### src/rtl/video_timing_gen.sv
// video_timing_gen
//   Raster timing and test-pattern source for a CEA 1080p frame (timing is
//   parameterised). It produces the blanking, sync and 24-bit RGB streams that
//   feed video_uut. It also exposes the raster position, a frame-start pulse
//   and a completed-frame counter for downstream overlay stages.
//
// Ports
//   clk_i          pixel clock
//   rst_n_i        asynchronous active-low reset (released synchronously upstream)
//   cen_i          pixel clock enable; nothing advances while low
//   en_i           timing enable; low parks the raster at (0,0) with blanked outputs
//   pattern_sel_i  0=colour bars, 1=solid FF5A43, 2=grid, 3=grey ramp
//   vh_blank_o     {Vblank,Hblank}, active high
//   dvh_sync_o     {D_sync,Vsync,Hsync}; D_sync marks active video
//   vid_rgb_o      R[23:16] G[15:8] B[7:0], zero while blanked
//   hcount_o       pixel index of the pixel currently on the outputs
//   vcount_o       line index of the pixel currently on the outputs
//   frame_start_o  one-clock pulse alongside pixel (0,0)
//   frame_cnt_o    completed-frame counter, wraps at 16 bits
//
// All outputs are registered one enabled cycle behind the raster counters, so
// every output field describes the same pixel.

module video_timing_gen #(
    parameter int H_ACTIVE = 1920,
    parameter int H_FP     = 88,
    parameter int H_SYNC   = 44,
    parameter int H_BP     = 148,
    parameter int V_ACTIVE = 1080,
    parameter int V_FP     = 4,
    parameter int V_SYNC   = 5,
    parameter int V_BP     = 36,
    parameter int HS_POL   = 1,
    parameter int VS_POL   = 1,
    parameter int BAR_W    = 240
) (
    input  logic        clk_i,
    input  logic        rst_n_i,
    input  logic        cen_i,
    input  logic        en_i,
    input  logic [1:0]  pattern_sel_i,
    output logic [1:0]  vh_blank_o,
    output logic [2:0]  dvh_sync_o,
    output logic [23:0] vid_rgb_o,
    output logic [11:0] hcount_o,
    output logic [10:0] vcount_o,
    output logic        frame_start_o,
    output logic [15:0] frame_cnt_o
);

    localparam int H_TOTAL = H_ACTIVE + H_FP + H_SYNC + H_BP;
    localparam int V_TOTAL = V_ACTIVE + V_FP + V_SYNC + V_BP;

    localparam logic [11:0] H_LAST_C   = 12'(H_TOTAL - 1);
    localparam logic [11:0] H_ACT_C    = 12'(H_ACTIVE);
    localparam logic [11:0] HS_BEG_C   = 12'(H_ACTIVE + H_FP);
    localparam logic [11:0] HS_END_C   = 12'(H_ACTIVE + H_FP + H_SYNC);
    localparam logic [10:0] V_LAST_C   = 11'(V_TOTAL - 1);
    localparam logic [10:0] V_ACT_C    = 11'(V_ACTIVE);
    localparam logic [10:0] VS_BEG_C   = 11'(V_ACTIVE + V_FP);
    localparam logic [10:0] VS_END_C   = 11'(V_ACTIVE + V_FP + V_SYNC);
    localparam logic [11:0] BAR_LAST_C = 12'(BAR_W - 1);
    localparam logic        HS_ON_C    = (HS_POL != 0);
    localparam logic        VS_ON_C    = (VS_POL != 0);
    localparam logic [2:0]  SYNC_IDLE_C = {1'b0, ~VS_ON_C, ~HS_ON_C};

    // Colour-bar palette, left to right.
    function automatic logic [23:0] bar_colour(input logic [2:0] idx);
        logic [23:0] c;
        case (idx)
            3'd0:    c = 24'hFFFFFF;
            3'd1:    c = 24'hFFFF00;
            3'd2:    c = 24'h00FFFF;
            3'd3:    c = 24'h00FF00;
            3'd4:    c = 24'hFF00FF;
            3'd5:    c = 24'hFF0000;
            3'd6:    c = 24'h0000FF;
            3'd7:    c = 24'h000000;
            default: c = 24'h000000;
        endcase
        return c;
    endfunction

    // Raster state
    logic [11:0] h_q, h_d;
    logic [10:0] v_q, v_d;
    logic [11:0] bar_sub_q, bar_sub_d;
    logic [2:0]  bar_idx_q, bar_idx_d;
    logic [1:0]  pat_q, pat_d;
    logic [15:0] frame_cnt_q, frame_cnt_d;

    // Output registers
    logic [1:0]  vh_blank_q, vh_blank_d;
    logic [2:0]  dvh_sync_q, dvh_sync_d;
    logic [23:0] rgb_q, rgb_d;
    logic [11:0] hcount_q, hcount_d;
    logic [10:0] vcount_q, vcount_d;
    logic        frame_start_q, frame_start_d;

    // Decoded view of the current counter position
    logic        at_origin_s;
    logic [1:0]  pat_eff_s;
    logic        hblank_s;
    logic        vblank_s;
    logic        hsync_s;
    logic        vsync_s;
    logic        active_s;
    logic [23:0] pix_s;

    // Decode blanking, sync and pattern colour for the pixel at (h_q, v_q).
    always_comb begin
        at_origin_s = (h_q == 12'd0) && (v_q == 11'd0);
        // The pattern is latched at the origin; the origin pixel itself must
        // already use the freshly sampled selection.
        if (at_origin_s) begin
            pat_eff_s = pattern_sel_i;
        end else begin
            pat_eff_s = pat_q;
        end
        hblank_s = (h_q >= H_ACT_C);
        vblank_s = (v_q >= V_ACT_C);
        active_s = !hblank_s && !vblank_s;
        if ((h_q >= HS_BEG_C) && (h_q < HS_END_C)) begin
            hsync_s = HS_ON_C;
        end else begin
            hsync_s = ~HS_ON_C;
        end
        if ((v_q >= VS_BEG_C) && (v_q < VS_END_C)) begin
            vsync_s = VS_ON_C;
        end else begin
            vsync_s = ~VS_ON_C;
        end
        case (pat_eff_s)
            2'd0: pix_s = bar_colour(bar_idx_q);
            2'd1: pix_s = 24'hFF5A43;
            2'd2: begin
                if ((h_q[5:0] == 6'd0) || (v_q[5:0] == 6'd0)) begin
                    pix_s = 24'hFFFFFF;
                end else begin
                    pix_s = 24'h000000;
                end
            end
            2'd3:    pix_s = {h_q[10:3], h_q[10:3], h_q[10:3]};
            default: pix_s = 24'h000000;
        endcase
    end

    // Next raster position, bar sub-counters, pattern latch and frame count.
    always_comb begin
        h_d         = h_q;
        v_d         = v_q;
        bar_sub_d   = bar_sub_q;
        bar_idx_d   = bar_idx_q;
        pat_d       = pat_q;
        frame_cnt_d = frame_cnt_q;
        if (cen_i) begin
            if (!en_i) begin
                // Park at the origin; an aborted frame is not counted.
                h_d       = 12'd0;
                v_d       = 11'd0;
                bar_sub_d = 12'd0;
                bar_idx_d = 3'd0;
            end else begin
                if (at_origin_s) begin
                    pat_d = pattern_sel_i;
                end else begin
                    pat_d = pat_q;
                end
                if (h_q == H_LAST_C) begin
                    h_d       = 12'd0;
                    bar_sub_d = 12'd0;
                    bar_idx_d = 3'd0;
                    if (v_q == V_LAST_C) begin
                        v_d         = 11'd0;
                        frame_cnt_d = frame_cnt_q + 16'd1;
                    end else begin
                        v_d = v_q + 11'd1;
                    end
                end else begin
                    h_d = h_q + 12'd1;
                    // Bar index advances every BAR_W pixels without a divider.
                    if (bar_sub_q == BAR_LAST_C) begin
                        bar_sub_d = 12'd0;
                        bar_idx_d = bar_idx_q + 3'd1;
                    end else begin
                        bar_sub_d = bar_sub_q + 12'd1;
                    end
                end
            end
        end else begin
            h_d = h_q;
        end
    end

    // Next output word: capture the decoded pixel, or force idle values while disabled.
    always_comb begin
        vh_blank_d    = vh_blank_q;
        dvh_sync_d    = dvh_sync_q;
        rgb_d         = rgb_q;
        hcount_d      = hcount_q;
        vcount_d      = vcount_q;
        // The frame-start pulse lasts one clock even when cen_i stays low after it.
        frame_start_d = 1'b0;
        if (cen_i) begin
            if (en_i) begin
                vh_blank_d    = {vblank_s, hblank_s};
                dvh_sync_d    = {active_s, vsync_s, hsync_s};
                if (active_s) begin
                    rgb_d = pix_s;
                end else begin
                    rgb_d = 24'h000000;
                end
                hcount_d      = h_q;
                vcount_d      = v_q;
                frame_start_d = at_origin_s;
            end else begin
                vh_blank_d = 2'b11;
                dvh_sync_d = SYNC_IDLE_C;
                rgb_d      = 24'h000000;
                hcount_d   = 12'd0;
                vcount_d   = 11'd0;
            end
        end else begin
            frame_start_d = 1'b0;
        end
    end

    // State and output registers.
    always_ff @(posedge clk_i or negedge rst_n_i) begin
        if (!rst_n_i) begin
            h_q           <= 12'd0;
            v_q           <= 11'd0;
            bar_sub_q     <= 12'd0;
            bar_idx_q     <= 3'd0;
            pat_q         <= 2'd0;
            frame_cnt_q   <= 16'd0;
            vh_blank_q    <= 2'b11;
            dvh_sync_q    <= SYNC_IDLE_C;
            rgb_q         <= 24'h000000;
            hcount_q      <= 12'd0;
            vcount_q      <= 11'd0;
            frame_start_q <= 1'b0;
        end else begin
            h_q           <= h_d;
            v_q           <= v_d;
            bar_sub_q     <= bar_sub_d;
            bar_idx_q     <= bar_idx_d;
            pat_q         <= pat_d;
            frame_cnt_q   <= frame_cnt_d;
            vh_blank_q    <= vh_blank_d;
            dvh_sync_q    <= dvh_sync_d;
            rgb_q         <= rgb_d;
            hcount_q      <= hcount_d;
            vcount_q      <= vcount_d;
            frame_start_q <= frame_start_d;
        end
    end

    assign vh_blank_o    = vh_blank_q;
    assign dvh_sync_o    = dvh_sync_q;
    assign vid_rgb_o     = rgb_q;
    assign hcount_o      = hcount_q;
    assign vcount_o      = vcount_q;
    assign frame_start_o = frame_start_q;
    assign frame_cnt_o   = frame_cnt_q;

endmodule

### config.mk
export PLATFORM = sky130hd
export DESIGN_NAME = video_timing_gen
export DESIGN_NICKNAME = d
export VERILOG_FILES = /design/src/rtl/video_timing_gen.sv
export SDC_FILE = /design/constraint.sdc
export NUM_CORES = 1
export LEC_CHECK = 0
export ABC_CLOCK_PERIOD_IN_PS = 3000
export CAP_MARGIN = 5
export CORE_UTILIZATION = 55
export DETAILED_ROUTE_END_ITERATION = 10
export GPL_ROUTABILITY_DRIVEN = 0
export PLACE_DENSITY = 0.8
export SLEW_MARGIN = 20
export SYNTH_ARGS = -nofsm -noshare
export SYNTH_HDL_FRONTEND = slang
export SYNTH_SLANG_ARGS = --single-unit
### constraint.sdc
create_clock -name clk_i -period 3 [get_ports clk_i]
set_input_delay 0.6 -clock clk_i [delete_from_list [all_inputs] [get_ports clk_i]]
set_output_delay 0.6 -clock clk_i [all_outputs]
set_load 0.005 [all_outputs]
Yosys cells after proc, flatten, opt, wreduce, memory -nomap -nowiden
Memories as Yosys holds them, arrays and structs flattened.
Index checks and enable logic that the tools add are counted.
Cells by class
  add/subtract/negate cells: 5
  magnitude comparators: 6
  equal/unequal tests: 8
  mux-type cells: 24
  reduce and logical (&&, ||, !) cells: 16
Operators by type and width (number)
  $pmux W24 S4: 1
  $mux W12: 6
  $mux W24: 3
  $mux W11: 4
  $add A12 B1 Y12 const B: 2
  $ge A12 B11 Y1 const B: 2
  $ge A11 B11 Y1 const B: 2
  $add A16 B1 Y16 const B: 1
  $eq A12 B12 Y1 const B: 1
  $eq A12 B8 Y1 const B: 1
  $logic_not A12 Y1: 1
  $logic_not A6 Y1: 2
  $lt A12 B12 Y1 const B: 1
  $mux W3: 4
  $add A11 B1 Y11 const B: 1
  $eq A11 B11 Y1 const B: 1
  $logic_not A11 Y1: 1
  $lt A11 B11 Y1 const B: 1
  $reduce_and A2 Y1: 3
  $eq A2 B2 Y1 const B: 2
  $logic_and A1 B1 Y1: 4
  $mux W1: 4
  $mux W2: 2
  $reduce_and A4 Y1: 1
  other kinds (7): 8
Word-level totals
  bits in registers: 109
  ROM bits: 192
  output and inout bits: 69
  word-level logic and storage cells: 72
  memories kept: 1
Memories
  (no name shown): words 8, width 24, read ports 1, clocked after memory_dff 0, wr ports 0, RTL line 70  | case (idx)

Logic depth before layout (Yosys ltp)
  word-level depth: 7
  depth in mapped cells: 8
  gate-level depth less buffers: 7

Worst setup path after synthesis
OpenSTA, ideal clock, no wires.
  kind: reg-to-reg
  start: reg h_q[9]
  end: reg rgb_q[2] (netlist: vid_rgb_o[2])
  library setup time: 0.078 ns
  arrival: 2.222 ns
  data required time: 2.922 ns
  path slack: 0.700 ns
  stages on the path, launching flop included: 8
  cells stage by stage: dfrtp_1 > buf_6 > or4_4 > or4_1 > buf_2 > a2111oi_4 > nor3_1 > o2bb2ai_1
On the way
  word-level cells in the longest chain between the ends: 7
  elaborated cells on any way between the ends: 13
Ends and longest elaborated chain
  from (decl): RTL line 85  | logic [11:0] h_q, h_d;
  from (signal assigned): RTL line 231  | h_q <= 12'd0;
  from (signal assigned): RTL line 244  | h_q <= h_d;
  $logic_not A12 Y1: RTL line 112  | at_origin_s = (h_q == 12'd0) && (v_q == 11'd0);
  $logic_and A1 B1 Y1: RTL line 112
  $mux W2
  $eq A2 B2 Y1, or another cell as far along: RTL line 133  | case (pat_eff_s)
  $pmux W24 S4: RTL line 133
  $mux W24 *: RTL line 208  | if (active_s) begin
  $mux W24 *: RTL line 205  | if (en_i) begin
  to (signal assigned): RTL line 252  | rgb_q <= rgb_d;
  to (decl): RTL line 95  | logic [23:0] rgb_q, rgb_d;
Mark *: on every way between the ends. The rest lies on a longest branch, timed or not.
A chain may end at the register's enable or synchronous reset.

Worst setup path after layout
  start: reg h_q[6]
  end: reg pat_q[0]
On the way
  word-level cells in the longest chain between the ends: 3
Ends and longest elaborated chain
  $logic_not A12 Y1: RTL line 112
  $logic_and A1 B1 Y1: RTL line 112
  $mux W2
  to (signal assigned): RTL line 248  | pat_q <= pat_d;
  to (decl): RTL line 89  | logic [1:0] pat_q, pat_d;
No other way between the ends.

==> impl_results.md <==
- Gr busiest metal: met2
- Share of cells above drive strength 1: 7.43%
- Critical path type: flop to flop
- Initial antenna violation count: 0
- Syn. warnings: 0
- Number of setup buffers added after CTS: 0
- Starting DRT DRC Count: 272
- Slowest-stage cell, CP: or4_4
- Setup crit end kind: flop
- CTS Hold Bufs: 0
- Clock latency on the worst-skew pair: 0.36 ns
- Clk slew on worst S/H paths: ~0.11 ns
- Sequential area share after synthesis: 51.8%
- Static Leak: around 0.0027 uW
- DP HPWL: around 8700 um
- CTS Sinks: 109
- Worst path max stage delay: 0.60 ns
- CTS-repair resized insts: 0
- CTS Buffer Depth: 2
- Main combinational cell family by area after synthesis: simple AND/OR/NAND/NOR gates
- P per Cell Area: 542 nW/um^2
- Final design utilization: approximately two thirds
- Syn Nets: 549
- Post-synthesis cell count: 536
- Core area: 9280 um^2
- Outcome: complete, no violations
- Mapped cell area: roughly 5300 um^2
- Total track usage: 26.0%
- DR pass1 iterations: 5
- Largest net degree at the start of global routing: 57
- Pins Over Slew Limit: 0
- Mux contribution to synthesized area: 1.21%
- Worst relative slew slack: 52.6%
- Final min period: roughly 2.7 ns
- Num CTS Buffers: 9
- Synth area leader: dfrtp_1
- Synth top area cells: dfrtp_1, o21ai_0, xor2_1
- TritonCTS clock tree: yes
- Die Width: 99.9 um
- # port buffers: 74
- Ports: 75
- CP Cell Sequence: or4_4, nor4_2, nand2_1, nor2_1, mux2_2
- Top delay family on crit path: simple AND/OR/NAND/NOR gates
- Per-cell routed wire length: approximately 17 um
- Post-route ant nets: 0
- DRC errors left: 0
- Met3 usage: under 10%
- CP max FO: 7
- Grt met2 use: 43.3%
- Max VDD drop: 260 uV
- MaxCap Viol Count: 0
- H-tree levels: 3
- Simple-gate area share of the yosys netlist: 19.0%
- Max Freq: 376 MHz
- Synthesized area per cell: 9.84 um^2
- RSZ-0062 raised after global routing: false
- Setup tns final: 0 ns
- Total grt overflow: 0
- Share of the synthesized area in the top cell type: 50.8%
- Tcrit/Tclk final: 88.7%
- Worst-Margin Slew: 0.706 ns
- Most frequent cells in the layout: dfrtp_1, clkdlybuf4s50_1, nand2_1
- First-pass GRT wire length: 20800 um
- Post-synth cell types: 58
- Register bit total from synthesis: 109
- Post-Route WL: 12200 um
- CP Buf/Inv Count: 0
- Vias: 4351
- HP Class: input port to async pin
- Row count: 35
- Crit path DAT: 2.91 ns
- Initial Utilization: 56.8%
- Post-Synth XOR/XNOR Area: ~5.6%
- Commonest non-fill, non-tap cell in the layout: dfrtp_1
- Top_reg_cell synth: dfrtp_1
- Vias in the first global route: 4377
- Antenna Cells: 0
- Final net count: 614
- Skew final: ~0.013 ns
- DR vias/cell: 5.92
- P&R area growth vs syn: 20.7%
- Die Span Y: 99.9 um
- Async S/R FF share, synth: 100%
- Final Hold Fails: 0
- Die ar.: 9990 um^2
- Compound-Gate Fraction of Synth Area: between 15 and 20%
- Met1 Track Usage GR: 35.0%
- Final setup viols: 0
- CTS root buffer: clkbuf_8
- Adder-Cell Fraction of Synth Area: 1.66%
- Data required, critical path: 3.25 ns
- Critical Path Start Type: flop
- EDFF count, synth: 0
## final timing paths
check | start | end | slack (ns) | cells past startpoint
worst min-delay path | rst_n_i | vid_rgb_o[20] | 0.25 | 1
min in group clk_i | frame_cnt_o[15] | frame_cnt_o[15] | 0.49 | 1
worst max register to register | h_q[6] | pat_q[0] | 0.34 | 5
max in group asynchronous | rst_n_i | vcount_o[3] | 2.02 | 2
worst min register to register | frame_cnt_o[15] | frame_cnt_o[15] | 0.49 | 1
worst max-delay path | h_q[6] | pat_q[0] | 0.34 | 5
## final cells by class
type	instances	area [um^2]
Multi-Input combinational cell	355	2260
Tap cell	129	161
Clock buffer	10	128
Clock inverter	6	93.8
Sequential cell	109	2730
Inverter	39	146
Fill cell	728	2920
Timing Repair Buffer	87	843
## Yosys cell counts (all sizes together) (3+ instances only)
cell type,count
dfrtp,107
nand2,42
o21ai,42
inv,39
nor2,38
nand3,36
clkbuf,25
xor2,21
nor3,19
o2bb2ai,18
and3,15
nand4,14
xnor2,13
a21oi,12
nor4,9
buf,8
o31ai,8
ha,7
o311ai,6
or4,6
a31oi,4
nand2b,4
a311o,3
and4,3
mux2,3
mux2i,3
o221ai,3
o32ai,3
## per-layer routing
layer,wire length [um],vias to the layer above,part of all wire (%)
li1,-,2033,-
met1,5360,2146,44
met2,5960,152,49
met3,690,20,5.7
met4,195,0,1.6
met5,0,-,0
## sequential cells by signal, indices dropped and copies added, names as in the netlist
register	count
frame_start_o	1
vh_blank_o	2
h_q	12
v_q	11
bar_idx_q	3
vcount_o	11
frame_cnt_o	16
vid_rgb_o	24
hcount_o	12
bar_sub_q	12
pat_q	2
dvh_sync_o	3
## kinds of logic after synthesis
kind of cell,after synthesis
adder cells (fa/ha/maj),7
AND/OR/NAND/NOR,194
buffers and inverters,72
XOR/XNOR,34
multiplexers,6
flip-flops,109
AO/OA/AOI/OAI,114
## where the power goes
| part | switching [uW] | leakage (uW) | internal, uW |
|---|---|---|---|
| Clock | 509 | 0.000113 | 481 |
| Combinational | 360 | 0.00114 | 357 |
| Sequential | 137 | 0.00147 | 1610 |
| Total | 1010 | 0.00272 | 2450 |
## through the flow
step	hold slack (ns)	setup slack, ns	std cells	area [um^2]	total power, uW
floorplan	0.304	0.700	536	5280	2100
global placement	0.462	0.400	719	6150	2460
detailed placement	0.473	0.336	719	6150	2480
CTS	0.274	0.359	735	6370	3470
global route	0.304	0.145	735	6370	3610
finish	0.251	0.340	735	6370	3450
## worst register-to-register path: cells and delay by family, from the launching register on
family	cells	cell delay, ns
flip-flops	1	0.46
AND/OR/NAND/NOR	4	1.71
multiplexers	1	0.38
Power figures use the tool's default switching activity.
